`src/rtl/turf_wb_pkg.sv`:
```
// Shared definitions for the TURF WISHBONE stream master: bus widths,
// command word layout, response status codes and the controller states.
package turf_wb_pkg;

  localparam int WB_ADDR_WIDTH = 28;
  localparam int WB_DATA_WIDTH = 32;

  // Command header layout: [31] write enable, [30:28] reserved, [27:0] address
  localparam int CMD_WE_BIT  = 31;
  localparam int CMD_ADR_MSB = 27;

  typedef enum logic [1:0] {
    ST_OK  = 2'd0,
    ST_ERR = 2'd1,
    ST_RTY = 2'd2,
    ST_TMO = 2'd3
  } wb_status_e;

  typedef enum logic [1:0] {
    S_IDLE = 2'd0,
    S_DATA = 2'd1,
    S_BUS  = 2'd2,
    S_RESP = 2'd3
  } wsm_state_e;

  // Resolve simultaneous terminations: ack beats err beats rty; none of
  // them means the watchdog ended the cycle.
  function automatic wb_status_e wb_resolve(input logic ack, input logic err, input logic rty);
    wb_status_e st;
    if (ack) begin
      st = ST_OK;
    end else if (err) begin
      st = ST_ERR;
    end else if (rty) begin
      st = ST_RTY;
    end else begin
      st = ST_TMO;
    end
    return st;
  endfunction

endpackage

```
`src/rtl/wb_stream_master_if.sv`:
```
// Command stream, response stream and WISHBONE master bus bundled together.
// "master" is the view of the stream master itself; "slave" is the view of
// everything around it (command source, response sink and bus slave).
interface wb_stream_master_if;
  import turf_wb_pkg::*;

  logic [WB_DATA_WIDTH-1:0] s_cmd_tdata;
  logic                     s_cmd_tvalid;
  logic                     s_cmd_tready;

  logic [WB_DATA_WIDTH-1:0] m_rsp_tdata;
  logic [1:0]               m_rsp_tuser;
  logic                     m_rsp_tvalid;
  logic                     m_rsp_tready;

  logic                     wb_cyc_o;
  logic                     wb_stb_o;
  logic                     wb_we_o;
  logic [WB_ADDR_WIDTH-1:0] wb_adr_o;
  logic [WB_DATA_WIDTH-1:0] wb_dat_o;
  logic [3:0]               wb_sel_o;
  logic [WB_DATA_WIDTH-1:0] wb_dat_i;
  logic                     wb_ack_i;
  logic                     wb_err_i;
  logic                     wb_rty_i;

  modport master (
    input  s_cmd_tdata, s_cmd_tvalid,
    output s_cmd_tready,
    output m_rsp_tdata, m_rsp_tuser, m_rsp_tvalid,
    input  m_rsp_tready,
    output wb_cyc_o, wb_stb_o, wb_we_o, wb_adr_o, wb_dat_o, wb_sel_o,
    input  wb_dat_i, wb_ack_i, wb_err_i, wb_rty_i
  );

  modport slave (
    output s_cmd_tdata, s_cmd_tvalid,
    input  s_cmd_tready,
    input  m_rsp_tdata, m_rsp_tuser, m_rsp_tvalid,
    output m_rsp_tready,
    input  wb_cyc_o, wb_stb_o, wb_we_o, wb_adr_o, wb_dat_o, wb_sel_o,
    output wb_dat_i, wb_ack_i, wb_err_i, wb_rty_i
  );

endinterface

```
`src/rtl/wb_watchdog.sv`:
```
// Bus watchdog: counts cycles while enabled and flags expiry once the count
// reaches TIMEOUT-1, so the caller can end the cycle after TIMEOUT cycles.
module wb_watchdog #(
  parameter int TIMEOUT = 1024
) (
  input  logic clk_i,
  input  logic rst_i,
  input  logic clr_i,
  input  logic en_i,
  output logic expire_o
);

  // TIMEOUT-1 always fits in clog2(TIMEOUT) bits for TIMEOUT >= 2
  localparam int            CW   = $clog2(TIMEOUT);
  localparam logic [CW-1:0] LAST = CW'(TIMEOUT - 1);

  logic [CW-1:0] cnt_q;
  logic [CW-1:0] cnt_d;

  // Next count: clear wins, otherwise count up and park at the last value
  always_comb begin
    cnt_d = cnt_q;
    if (clr_i) begin
      cnt_d = {CW{1'b0}};
    end else if (en_i && (cnt_q != LAST)) begin
      cnt_d = cnt_q + CW'(1);
    end else begin
      cnt_d = cnt_q;
    end
  end

  // Counter register
  always_ff @(posedge clk_i) begin
    if (rst_i) begin
      cnt_q <= {CW{1'b0}};
    end else begin
      cnt_q <= cnt_d;
    end
  end

  // Expiry flag for the current cycle
  always_comb begin
    expire_o = 1'b0;
    if (en_i && (cnt_q == LAST)) begin
      expire_o = 1'b1;
    end else begin
      expire_o = 1'b0;
    end
  end

endmodule

```
`src/rtl/wb_stream_master.sv`:
```
// Converts a command stream into single WISHBONE classic cycles and returns
// one status-tagged response word per command. One command in flight.
module wb_stream_master
  import turf_wb_pkg::*;
#(
  parameter int TIMEOUT   = 1024,
  parameter int CNT_WIDTH = 16
) (
  input  logic                 clk_i,
  input  logic                 rst_i,
  wb_stream_master_if.master   bus,
  output logic [CNT_WIDTH-1:0] err_count_o,
  output logic                 timeout_o
);

  localparam logic [CNT_WIDTH-1:0] CNT_MAX = {CNT_WIDTH{1'b1}};

  wsm_state_e               state_q, state_d;
  logic                     cmd_tready_q, cmd_tready_d;
  logic [WB_DATA_WIDTH-1:0] rsp_tdata_q, rsp_tdata_d;
  wb_status_e               rsp_tuser_q, rsp_tuser_d;
  logic                     rsp_tvalid_q, rsp_tvalid_d;
  logic                     cyc_q, cyc_d;
  logic                     stb_q, stb_d;
  logic                     we_q, we_d;
  logic [WB_ADDR_WIDTH-1:0] adr_q, adr_d;
  logic [WB_DATA_WIDTH-1:0] dat_q, dat_d;
  logic [3:0]               sel_q, sel_d;
  logic [CNT_WIDTH-1:0]     err_cnt_q, err_cnt_d;
  logic                     timeout_q, timeout_d;

  logic cmd_fire_s;
  logic wd_clr_s;
  logic wd_en_s;
  logic wd_expire_s;
  logic bus_done_s;

  assign cmd_fire_s = bus.s_cmd_tvalid & cmd_tready_q;
  assign wd_en_s    = (state_q == S_BUS);
  assign bus_done_s = bus.wb_ack_i | bus.wb_err_i | bus.wb_rty_i | wd_expire_s;

  wb_watchdog #(
    .TIMEOUT (TIMEOUT)
  ) u_watchdog (
    .clk_i    (clk_i),
    .rst_i    (rst_i),
    .clr_i    (wd_clr_s),
    .en_i     (wd_en_s),
    .expire_o (wd_expire_s)
  );

  // Next-state and next-output logic for the command/bus/response sequencer
  always_comb begin
    state_d      = state_q;
    cmd_tready_d = cmd_tready_q;
    rsp_tdata_d  = rsp_tdata_q;
    rsp_tuser_d  = rsp_tuser_q;
    rsp_tvalid_d = rsp_tvalid_q;
    cyc_d        = cyc_q;
    stb_d        = stb_q;
    we_d         = we_q;
    adr_d        = adr_q;
    dat_d        = dat_q;
    sel_d        = 4'hF;
    err_cnt_d    = err_cnt_q;
    timeout_d    = 1'b0;
    wd_clr_s     = 1'b0;

    case (state_q)
      S_IDLE: begin
        cmd_tready_d = 1'b1;
        if (cmd_fire_s) begin
          we_d  = bus.s_cmd_tdata[CMD_WE_BIT];
          adr_d = bus.s_cmd_tdata[CMD_ADR_MSB:0];
          if (bus.s_cmd_tdata[CMD_WE_BIT]) begin
            state_d = S_DATA;
          end else begin
            // read: header is the last word, start the bus cycle
            state_d      = S_BUS;
            cmd_tready_d = 1'b0;
            cyc_d        = 1'b1;
            stb_d        = 1'b1;
            wd_clr_s     = 1'b1;
          end
        end else begin
          state_d = S_IDLE;
        end
      end

      S_DATA: begin
        cmd_tready_d = 1'b1;
        if (cmd_fire_s) begin
          dat_d        = bus.s_cmd_tdata;
          state_d      = S_BUS;
          cmd_tready_d = 1'b0;
          cyc_d        = 1'b1;
          stb_d        = 1'b1;
          wd_clr_s     = 1'b1;
        end else begin
          state_d = S_DATA;
        end
      end

      S_BUS: begin
        if (bus_done_s) begin
          state_d      = S_RESP;
          cyc_d        = 1'b0;
          stb_d        = 1'b0;
          rsp_tvalid_d = 1'b1;
          rsp_tuser_d  = wb_resolve(bus.wb_ack_i, bus.wb_err_i, bus.wb_rty_i);
          if (we_q) begin
            rsp_tdata_d = {4'h0, adr_q};
          end else if (bus.wb_ack_i) begin
            rsp_tdata_d = bus.wb_dat_i;
          end else begin
            rsp_tdata_d = 32'h0000_0000;
          end
          if (!bus.wb_ack_i) begin
            if (err_cnt_q != CNT_MAX) begin
              err_cnt_d = err_cnt_q + CNT_WIDTH'(1);
            end else begin
              err_cnt_d = err_cnt_q;
            end
          end else begin
            err_cnt_d = err_cnt_q;
          end
          timeout_d = ~(bus.wb_ack_i | bus.wb_err_i | bus.wb_rty_i);
        end else begin
          state_d = S_BUS;
        end
      end

      S_RESP: begin
        if (bus.m_rsp_tready) begin
          state_d      = S_IDLE;
          rsp_tvalid_d = 1'b0;
          cmd_tready_d = 1'b1;
        end else begin
          state_d = S_RESP;
        end
      end

      default: begin
        state_d      = S_IDLE;
        cmd_tready_d = 1'b0;
        rsp_tvalid_d = 1'b0;
        cyc_d        = 1'b0;
        stb_d        = 1'b0;
      end
    endcase
  end

  // State and output registers with synchronous reset
  always_ff @(posedge clk_i) begin
    if (rst_i) begin
      state_q      <= S_IDLE;
      cmd_tready_q <= 1'b0;
      rsp_tdata_q  <= 32'h0000_0000;
      rsp_tuser_q  <= ST_OK;
      rsp_tvalid_q <= 1'b0;
      cyc_q        <= 1'b0;
      stb_q        <= 1'b0;
      we_q         <= 1'b0;
      adr_q        <= 28'h000_0000;
      dat_q        <= 32'h0000_0000;
      sel_q        <= 4'hF;
      err_cnt_q    <= {CNT_WIDTH{1'b0}};
      timeout_q    <= 1'b0;
    end else begin
      state_q      <= state_d;
      cmd_tready_q <= cmd_tready_d;
      rsp_tdata_q  <= rsp_tdata_d;
      rsp_tuser_q  <= rsp_tuser_d;
      rsp_tvalid_q <= rsp_tvalid_d;
      cyc_q        <= cyc_d;
      stb_q        <= stb_d;
      we_q         <= we_d;
      adr_q        <= adr_d;
      dat_q        <= dat_d;
      sel_q        <= sel_d;
      err_cnt_q    <= err_cnt_d;
      timeout_q    <= timeout_d;
    end
  end

  assign bus.s_cmd_tready = cmd_tready_q;
  assign bus.m_rsp_tdata  = rsp_tdata_q;
  assign bus.m_rsp_tuser  = rsp_tuser_q;
  assign bus.m_rsp_tvalid = rsp_tvalid_q;
  assign bus.wb_cyc_o     = cyc_q;
  assign bus.wb_stb_o     = stb_q;
  assign bus.wb_we_o      = we_q;
  assign bus.wb_adr_o     = adr_q;
  assign bus.wb_dat_o     = dat_q;
  assign bus.wb_sel_o     = sel_q;
  assign err_count_o      = err_cnt_q;
  assign timeout_o        = timeout_q;

endmodule
```
`src/flat_wrapper.sv`:
```
// flat-port wrapper written by rule: the top's interface ports become plain ports
module wb_stream_master_flat import turf_wb_pkg::*;
#(
  parameter int TIMEOUT   = 1024,
  parameter int CNT_WIDTH = 16
)
  (clk_i, rst_i, err_count_o, timeout_o, bus_s_cmd_tdata, bus_s_cmd_tvalid, bus_s_cmd_tready, bus_m_rsp_tdata, bus_m_rsp_tuser, bus_m_rsp_tvalid, bus_m_rsp_tready, bus_wb_cyc_o, bus_wb_stb_o, bus_wb_we_o, bus_wb_adr_o, bus_wb_dat_o, bus_wb_sel_o, bus_wb_dat_i, bus_wb_ack_i, bus_wb_err_i, bus_wb_rty_i);
  wb_stream_master_if bus_i ();
  input  logic clk_i;
  input  logic rst_i;
  output logic [CNT_WIDTH-1:0] err_count_o;
  output logic timeout_o;
  input wire logic [$bits(bus_i.s_cmd_tdata)-1:0] bus_s_cmd_tdata;
  input wire logic [$bits(bus_i.s_cmd_tvalid)-1:0] bus_s_cmd_tvalid;
  output wire logic [$bits(bus_i.s_cmd_tready)-1:0] bus_s_cmd_tready;
  output wire logic [$bits(bus_i.m_rsp_tdata)-1:0] bus_m_rsp_tdata;
  output wire logic [$bits(bus_i.m_rsp_tuser)-1:0] bus_m_rsp_tuser;
  output wire logic [$bits(bus_i.m_rsp_tvalid)-1:0] bus_m_rsp_tvalid;
  input wire logic [$bits(bus_i.m_rsp_tready)-1:0] bus_m_rsp_tready;
  output wire logic [$bits(bus_i.wb_cyc_o)-1:0] bus_wb_cyc_o;
  output wire logic [$bits(bus_i.wb_stb_o)-1:0] bus_wb_stb_o;
  output wire logic [$bits(bus_i.wb_we_o)-1:0] bus_wb_we_o;
  output wire logic [$bits(bus_i.wb_adr_o)-1:0] bus_wb_adr_o;
  output wire logic [$bits(bus_i.wb_dat_o)-1:0] bus_wb_dat_o;
  output wire logic [$bits(bus_i.wb_sel_o)-1:0] bus_wb_sel_o;
  input wire logic [$bits(bus_i.wb_dat_i)-1:0] bus_wb_dat_i;
  input wire logic [$bits(bus_i.wb_ack_i)-1:0] bus_wb_ack_i;
  input wire logic [$bits(bus_i.wb_err_i)-1:0] bus_wb_err_i;
  input wire logic [$bits(bus_i.wb_rty_i)-1:0] bus_wb_rty_i;
  assign bus_i.s_cmd_tdata = bus_s_cmd_tdata;
  assign bus_i.s_cmd_tvalid = bus_s_cmd_tvalid;
  assign bus_s_cmd_tready = bus_i.s_cmd_tready;
  assign bus_m_rsp_tdata = bus_i.m_rsp_tdata;
  assign bus_m_rsp_tuser = bus_i.m_rsp_tuser;
  assign bus_m_rsp_tvalid = bus_i.m_rsp_tvalid;
  assign bus_i.m_rsp_tready = bus_m_rsp_tready;
  assign bus_wb_cyc_o = bus_i.wb_cyc_o;
  assign bus_wb_stb_o = bus_i.wb_stb_o;
  assign bus_wb_we_o = bus_i.wb_we_o;
  assign bus_wb_adr_o = bus_i.wb_adr_o;
  assign bus_wb_dat_o = bus_i.wb_dat_o;
  assign bus_wb_sel_o = bus_i.wb_sel_o;
  assign bus_i.wb_dat_i = bus_wb_dat_i;
  assign bus_i.wb_ack_i = bus_wb_ack_i;
  assign bus_i.wb_err_i = bus_wb_err_i;
  assign bus_i.wb_rty_i = bus_wb_rty_i;
  wb_stream_master #(.TIMEOUT(TIMEOUT), .CNT_WIDTH(CNT_WIDTH)) u_core (.clk_i(clk_i), .rst_i(rst_i), .bus(bus_i), .err_count_o(err_count_o), .timeout_o(timeout_o));
endmodule
```
`config.mk`:
```
export PLATFORM = sky130hd
export DESIGN_NAME = wb_stream_master_flat
export DESIGN_NICKNAME = d
export VERILOG_FILES = /design/src/rtl/turf_wb_pkg.sv /design/src/rtl/wb_stream_master_if.sv /design/src/rtl/wb_watchdog.sv /design/src/rtl/wb_stream_master.sv /design/src/flat_wrapper.sv
export SDC_FILE = /design/constraint.sdc
export NUM_CORES = 1
export LEC_CHECK = 0
export ABC_AREA = 1
export CAP_MARGIN = 20
export CORE_UTILIZATION = 46
export CTS_CLUSTER_DIAMETER = 200
export CTS_CLUSTER_SIZE = 16
export DETAILED_ROUTE_END_ITERATION = 8
export GPL_TIMING_DRIVEN = 0
export PLACE_DENSITY = 0.81
export SLEW_MARGIN = 30
export SYNTH_ARGS = -nofsm -noshare
export SYNTH_HDL_FRONTEND = slang
export SYNTH_HIERARCHICAL = 1
export SYNTH_SLANG_ARGS = --single-unit
export TNS_END_PERCENT = 10
```
`constraint.sdc`:
```
create_clock -name clk_i -period 2.4 [get_ports clk_i]
set_clock_uncertainty 0.1 [all_clocks]
set_input_delay 0.24 -clock clk_i [delete_from_list [all_inputs] [get_ports clk_i]]
set_output_delay 0.24 -clock clk_i [all_outputs]
set_load 0.02 [all_outputs]
```
==> results summary, run 1 <==
The post-route cell area is 8280 µm². The global-route wire length before repair came out at 29500 µm. Yosys printed 6 warnings.

For this run, design rule violations remaining after detail routing come to 7. The leakage power of the design came out at 0.00306 µW. The maximum fanout encountered on the critical timing path is 10. In this design, the critical path's most frequently occurring cell is nand2_2. The area growth from synthesis to layout is 48.9%. The global-route total usage across every layer is 30.5%. The total vias in the final route is 5999. 191 I/O pins were placed. Setup violations remaining at the end of the flow were counted as 0. The clock slew seen by the registers of the worst setup and hold paths came out at 0.06 ns. The total power per unit cell area came out at 664 nW/µm². The run finished, with violations left.

The sort of element at the start of the critical path is a flop. On the critical path the largest part of the delay comes from simple AND/OR/NAND/NOR gates. The worst-case clock buffer depth is 2. The core outline area is 11600 µm². The worst path needs 2.26 ns of the cycle, external delays included.

For this block, the initial DRC count from the detailed router was 506. In this run the worst hold path is classified as in2reg. The area enclosed by the die boundary came out at 12500 µm². The vertical die dimension is 112 µm. The worst setup path is captured at a flop. The TritonCTS sink count came out at 127. OpenSTA, run right after detailed placement, puts the worst setup slack at -0.178 ns. The remaining max-slew budget at the tightest pin is 57.6%.

After legalization and detailed placement, the total HPWL measured 13600 µm. The worst-margin pin slew came out at 0.636 ns. Sorting the synthesized cells by area gives the leading types as dfxtp_1, nand2_1, a21oi_1.

The worst path buffer plus inverter count came out at 3. Timing would allow up to 443 MHz. Input and output buffers added on the ports amount to 186. The worst-case setup margin in the final layout is 0.142 ns. The final number of hold-violating endpoints came out at 0. The sequential area share after synthesis is 45.7%. The data arrival time of the critical path is 2.51 ns. For this run, the post-layout net count is 1032.

The antenna diode count came out at 0. The count of hold buffers inserted by post-cts repair came out at 0. On the worst path, the slowest cell contributes a delay of 0.35 ns. The number of antenna violations at the first check in global routing is 0. The initial cell density of the core came out at 47.9%.

The average via count per standard cell is 5.40. The last weighted congestion value of the routability-driven placer came out at 0.896. The post-synthesis instance area is 5560 µm². Cells fill 71.3% of the core in the end.

The number of distinct standard cells referenced by the synthesized netlist is 34. VDD sags by at most 0.000553 V. Entering global routing, the biggest net connects 17 pins.

The max-capacitance violation count came out at 0. The number of rows created at floorplan is 39. The final reports fail on DRC. TritonCTS created 17 clock buffers. The critical setup path kind is reg2reg. The number of iterations in the first detailed-routing pass came out at 7. The insertion delay to the later sink of the worst-skew pair came out at 0.42 ns. The via count of the first global-routing pass is 5660. The width of the die is 112 µm. The routed wirelength normalized by instance count is 16.9 µm.

The count of final max-slew check failures is 0. In this run the biggest area consumer among cell types represents 45.7% of the synthesized area. The cell type with the largest total area after synthesis is dfxtp_1. The worst-case hold slack came out at 0.297 ns. Traced cell by cell, the critical path runs through ha_1 -> nand2_2 -> nor2_4 -> nand3_4 -> buf_6 -> nor2_1 -> inv_1 -> nand3_4 -> nand2_8 -> nor2_4 -> nand2_2 -> buf_6 -> nand2_2 -> nand2_1 -> nor2_1. The cell count after synthesis came out at 744. The design draws 5500 µW. The part of the cycle the worst path needs is 94.1%.

On the critical path, the stage with the largest delay is an instance of dfxtp_2. The ratio of cells with drive above 1 in the final layout came out at 8.48%. The number of H-tree levels came out at 4.

Leaving out fill and tap cells, the most frequent cells in the layout are clkdlybuf4s50_1, nand2_1, dfxtp_1. The CTS tree is done. The final global-route overflow total is 0. The clock root buffer is clkbuf_16. The average instance in the mapped netlist occupies 7.48 µm². In this run the cell area measured after placement is 7610 µm².

Setup repair after global routing left no endpoint under its margin. The flip-flop and latch count after synthesis came out at 127. Once detail routing completed, the nets flagged for antenna violations numbered 0. The data required time of the critical path came out at 2.65 ns. The overall routed net length is 18700 µm. Leaving out fill and tap cells, the most frequent cell in the layout is clkdlybuf4s50_1.
[final timing paths]
kind	from	end	slack (ns)	cells after the start
setup / recovery	u_core/u_watchdog/cnt_q[0]	u_core/err_count_o[11]	0.14	15
hold / removal	bus_wb_dat_i[30]	u_core/bus.m_rsp_tdata[30]	0.30	3
setup reg to reg	u_core/u_watchdog/cnt_q[0]	u_core/err_count_o[11]	0.14	15
hold reg to reg	u_core/bus.wb_dat_o[27]	u_core/bus.wb_dat_o[27]	0.36	2
[synthesized netlist by cell type]
master,count
a211oi_1,1
a21oi_1,105
a22oi_1,28
a31oi_1,1
and2_1,1
buf_1,3
buf_2,7
buf_4,5
buf_6,3
clkbuf_1,33
clkbuf_8,1
clkinv_1,1
conb_1,1
dfxtp_1,127
ha_1,7
inv_1,38
inv_2,3
nand2_1,152
nand2_2,7
nand2_4,1
nand3_1,79
nand3_2,2
nand3_4,2
nand3b_1,5
nand4_1,8
nor2_1,66
nor2_2,5
nor2_4,4
nor3_1,2
o21ai_0,34
o21ai_1,3
or2_2,1
xnor2_1,1
xor2_1,7
[where the power goes]
part | leakage (µW) | switching [µW] | internal [µW] | total, µW
Sequential | 0.00103 | 46.7 | 2170 | 2210
Clock | 0.000295 | 954 | 1700 | 2660
Combinational | 0.00174 | 344 | 282 | 626
[worst reg2reg max path, stage by stage (launching register included)]
cell	delay [ns]
dfxtp_2	0.35
ha_1	0.21
nand2_2	0.09
nor2_4	0.15
nand3_4	0.12
buf_6	0.17
nor2_1	0.08
inv_1	0.07
nand3_4	0.13
nand2_8	0.11
nor2_4	0.18
nand2_2	0.09
buf_6	0.15
nand2_2	0.05
nand2_1	0.04
nor2_1	0.10
[area by class of cell]
class                           count  area (µm²)
Tap cell                          143         179
Timing Repair Buffer              189        1880
Inverter                           42         160
Multi-Input combinational cell    526        2640
Clock inverter                     11         138
Clock buffer                       21         470
Sequential cell                   127        2540
Fill cell                         935        3330
Buffer                             51         260
[state kept, by name, summed over array words and instances, names as in the netlist, 2 cells and up]
name	flops
u_core/bus.m_rsp_tdata	32
u_core/bus.wb_dat_o	32
u_core/bus.wb_adr_o	28
u_core/err_count_o	16
u_core/u_watchdog/cnt_q	10
u_core/bus.m_rsp_tuser	2
u_core/state_q	2
[what timing repair did]
| item | CTS | global route |
|---|---|---|
| gates resized for setup | 2 | 13 |
| buffers inserted | 0 | 3 |
| cloned | 0 | 0 |
| pin swaps | 0 | 2 |
| endpoints found under the setup margin | 20 | 65 |
[layer usage]
metal / vias up / track usage (%) / wire, µm
met5: - / 0 / 0
met4: 0 / 11.5 / 430
met3: 36 / 10.4 / 1860
met2: 286 / 50.3 / 8970
met1: 2770 / 36.7 / 7460
li1: 2907 / - / -
[cells by family (layout without fill, tap and decap cells)]
family | count (synthesis) | in the layout | share of synthesized area (%)
AOI/OAI and AO/OA | 172 | 172 | 16.8
xor gates and xnor gates | 8 | 8 | 1.26
adders and majority gates | 7 | 7 | 1.57
buffers and inverters | 94 | 314 | 7.42
DFF | 127 | 127 | 45.7
other | 1 | 4 | 0.0674
and+or+nand+nor | 335 | 335 | 27.2
[metrics by stage]
step                TNS (ns)  instances
floorplan                  0        747
global placement      -0.666       1076
detailed placement     -1.16       1076
CTS                        0       1107
global route               0       1110
finish                     0       1110
No activity file was read; power rests on OpenSTA's default activity.
==> inputs of run 2 (changes only) <==
Settings changed: CORE_UTILIZATION 46 to 40, CTS_BUF_LIST set to sky130_fd_sc_hd__clkbuf_8.
==> results summary, run 2 (synthesis results as in run 1) <==
The run finished with clean final reports. The number of rows created at floorplan is 42. The setup total negative slack is 0 ns. The cell with the largest stage delay on the worst path is dfxtp_1. The worst path buffer plus inverter count came out at 3.

The library cell used most frequently in the layout, excluding fill and tap cells, is clkdlybuf4s50_1. The final number of hold-violating endpoints is 0. The total power per unit cell area came out at 601 nW/µm². The total vias in the final route came out at 5977.

The largest net degree at the start of global routing is 17. Of the cells placed in the final design, the portion with a size suffix greater than 1 is 8.29%. The critical path goes through ha_2 -> nand2_2 -> nor2_4 -> nand3_4 -> buf_6 -> nor2_1 -> inv_1 -> nand3_4 -> nand2_8 -> nor2_4 -> nand2_2 -> buf_6 -> nor2_1 -> nor2_1.

The number of nets in the layout came out at 1031. Summed over all cells, the static leakage comes to 0.00298 µW. The area enclosed by the die boundary is 14400 µm². The launching point of the worst reg2reg path is u_core/u_watchdog/cnt_q[1].

The layout has 1195 filler cells. The number of iterations in the first detailed-routing pass came out at 5. STA classifies the critical path startpoint as a flop. The count of hold buffers inserted by post-cts repair is 0. The stage delay of the slowest cell on the critical path came out at 0.36 ns. The startpoint of the worst hold path is bus_s_cmd_tdata[28]. The total I/O pin count is 191. The upper clock frequency limit is 449 MHz.

The final antenna-violating net count is 0. The CTS tree is done. Port buffering added 186 buffers. The via count of the first global-routing pass was 5568.

The most critical setup path has its startpoint at u_core/u_watchdog/cnt_q[1]. The number of cells on the critical path is 14. The final HPWL from detailed placement is 14200 µm. The global-route wire length before repair came out at 29100 µm. The H-tree generated during clock tree synthesis spans 4 levels. For the worst setup path, the data arrival time is 2.46 ns. The worst voltage drop across the vdd grid is 0.000394 V.

In this run, the number of DRC markers left after iteration 0 of detailed routing was 565. The last weighted congestion value of the routability-driven placer came out at 0.875. The routed wirelength normalized by instance count is 16.4 µm. The post-route cell area is 8140 µm². After clock tree synthesis, the clock-pin slew on the worst setup and hold paths is 0.08 ns. The worst-margin pin slew came out at 0.619 ns.

Dividing the detail-routed via count by the number of cells gives 5.24. The maximum fanout encountered on the critical timing path is 10. Summing internal, switching and leakage power gives 4900 µW.

The path class of the tightest hold or removal check is in2reg. In the layout the commonest cells are clkdlybuf4s50_1, nand2_1, dfxtp_1. The kind of cell with the highest combined delay along the critical path is simple AND/OR/NAND/NOR gates. The most prevalent standard cell on the critical path is nor2_1.

The cell area reported after detailed placement came out at 7650 µm². The final global-route overflow total is 0. The insertion delay to the later sink of the worst-skew pair came out at 0.45 ns. The length in cells of the worst reg-to-reg path came out at 14. The time the final worst path needs with I/O delays and setup is 2.23 ns. The number of antenna violations at the first check in global routing came out at 0. Global routing used 26.3% of the available tracks across all layers. Once the floorplan was initialized, standard cells occupied 41.5% of the core. The core outline area is 13400 µm².

The area growth from synthesis to layout is 46.4%. The post-detailed-route DRC marker count came out at 0. The number of CTS-inserted buffers came out at 17. The final cell utilization of the core is 60.8%. The cell sitting at the root of the clock tree is a clkbuf_8. The antenna diode count came out at 0. After detailed routing, the total wire length is 18700 µm. The worst-case setup margin in the final layout came out at 0.175 ns. The worst setup path is captured at a flop.

The data required time of the critical path came out at 2.63 ns. The remaining max-slew budget at the tightest pin came out at 58.8%. The part of the cycle the worst path needs is 92.7%. Before CTS, the worst setup slack after placement is -0.179 ns. The number of cells on the worst hold path came out at 3. The worst-case clock buffer depth came out at 2. From left edge to right edge, the die measures 120 µm. The count of final max-slew check failures is 0. The max-capacitance violation count is 0.

The vertical die dimension is 120 µm. The critical path is of the reg2reg type. The final-report setup violation count is 0. The reg2reg setup slack came out at 0.17 ns. The TritonCTS sink count came out at 127.
## run 2: cell types whose count changed in the layout (fill, tap and decap cells not counted), moves of 2 or more
cell,before,now
clkinv_4,0,2
clkbuf_8,4,21
inv_1,38,40
clkinv_2,5,1
clkbuf_16,17,0
## run 2: worst paths after layout
check | to
max | u_core/err_count_o[10]
min | u_core/bus.wb_dat_o[28]
max reg2reg | u_core/err_count_o[10]
min reg2reg | u_core/bus.wb_dat_o[30]
## run 2: layout make-up
class / count / area (µm²) / area share [%]
Multi-Input combinational cell: 526 / 2640 / 32.4
Tap cell: 176 / 220 / 2.70
Clock buffer: 20 / 275 / 3.38
Sequential cell: 127 / 2540 / 31.2
Timing Repair Buffer: 188 / 1880 / 23.0
Buffer: 51 / 260 / 3.20
Inverter: 42 / 160 / 1.97
Clock inverter: 11 / 165 / 2.03
## run 2: what timing repair did
item | in CTS | in global routing
buffers inserted | 0 | 2
pin swaps | 0 | 3
endpoints found under the setup margin | 20 | 61
gates cloned | 0 | 0
gates resized for setup | 2 | 13
## run 2: per-stage QoR
stage / instances / hold WS (ns)
final: 1141 / 0.268
after global routing: 1141 / 0.270
after CTS: 1139 / 0.247
after detailed placement: 1109 / 0.353
after global placement: 1109 / 0.349
after floorplan: 747 / 0.300
## run 2: per-layer routing
layer	part of all wire [%]	vias up	track usage (%)
met1	41	2766	31.6
met4	2.5	0	10.2
met2	46	278	42.2
met3	9.8	30	9.89
li1	-	2903	-
met5	0	-	0
## run 2: report_power, final
group / internal, µW / switching [µW]
logic: 281 / 341
registers: 2160 / 53.4
clock network: 1200 / 854
## run 2: tightest hold or removal path, delay by kind of cell
kind	cells	cell delay, ns
buffers and inverters	1	0.39
and+or+nand+nor	1	0.08
AOI/OAI and AO/OA	1	0.06
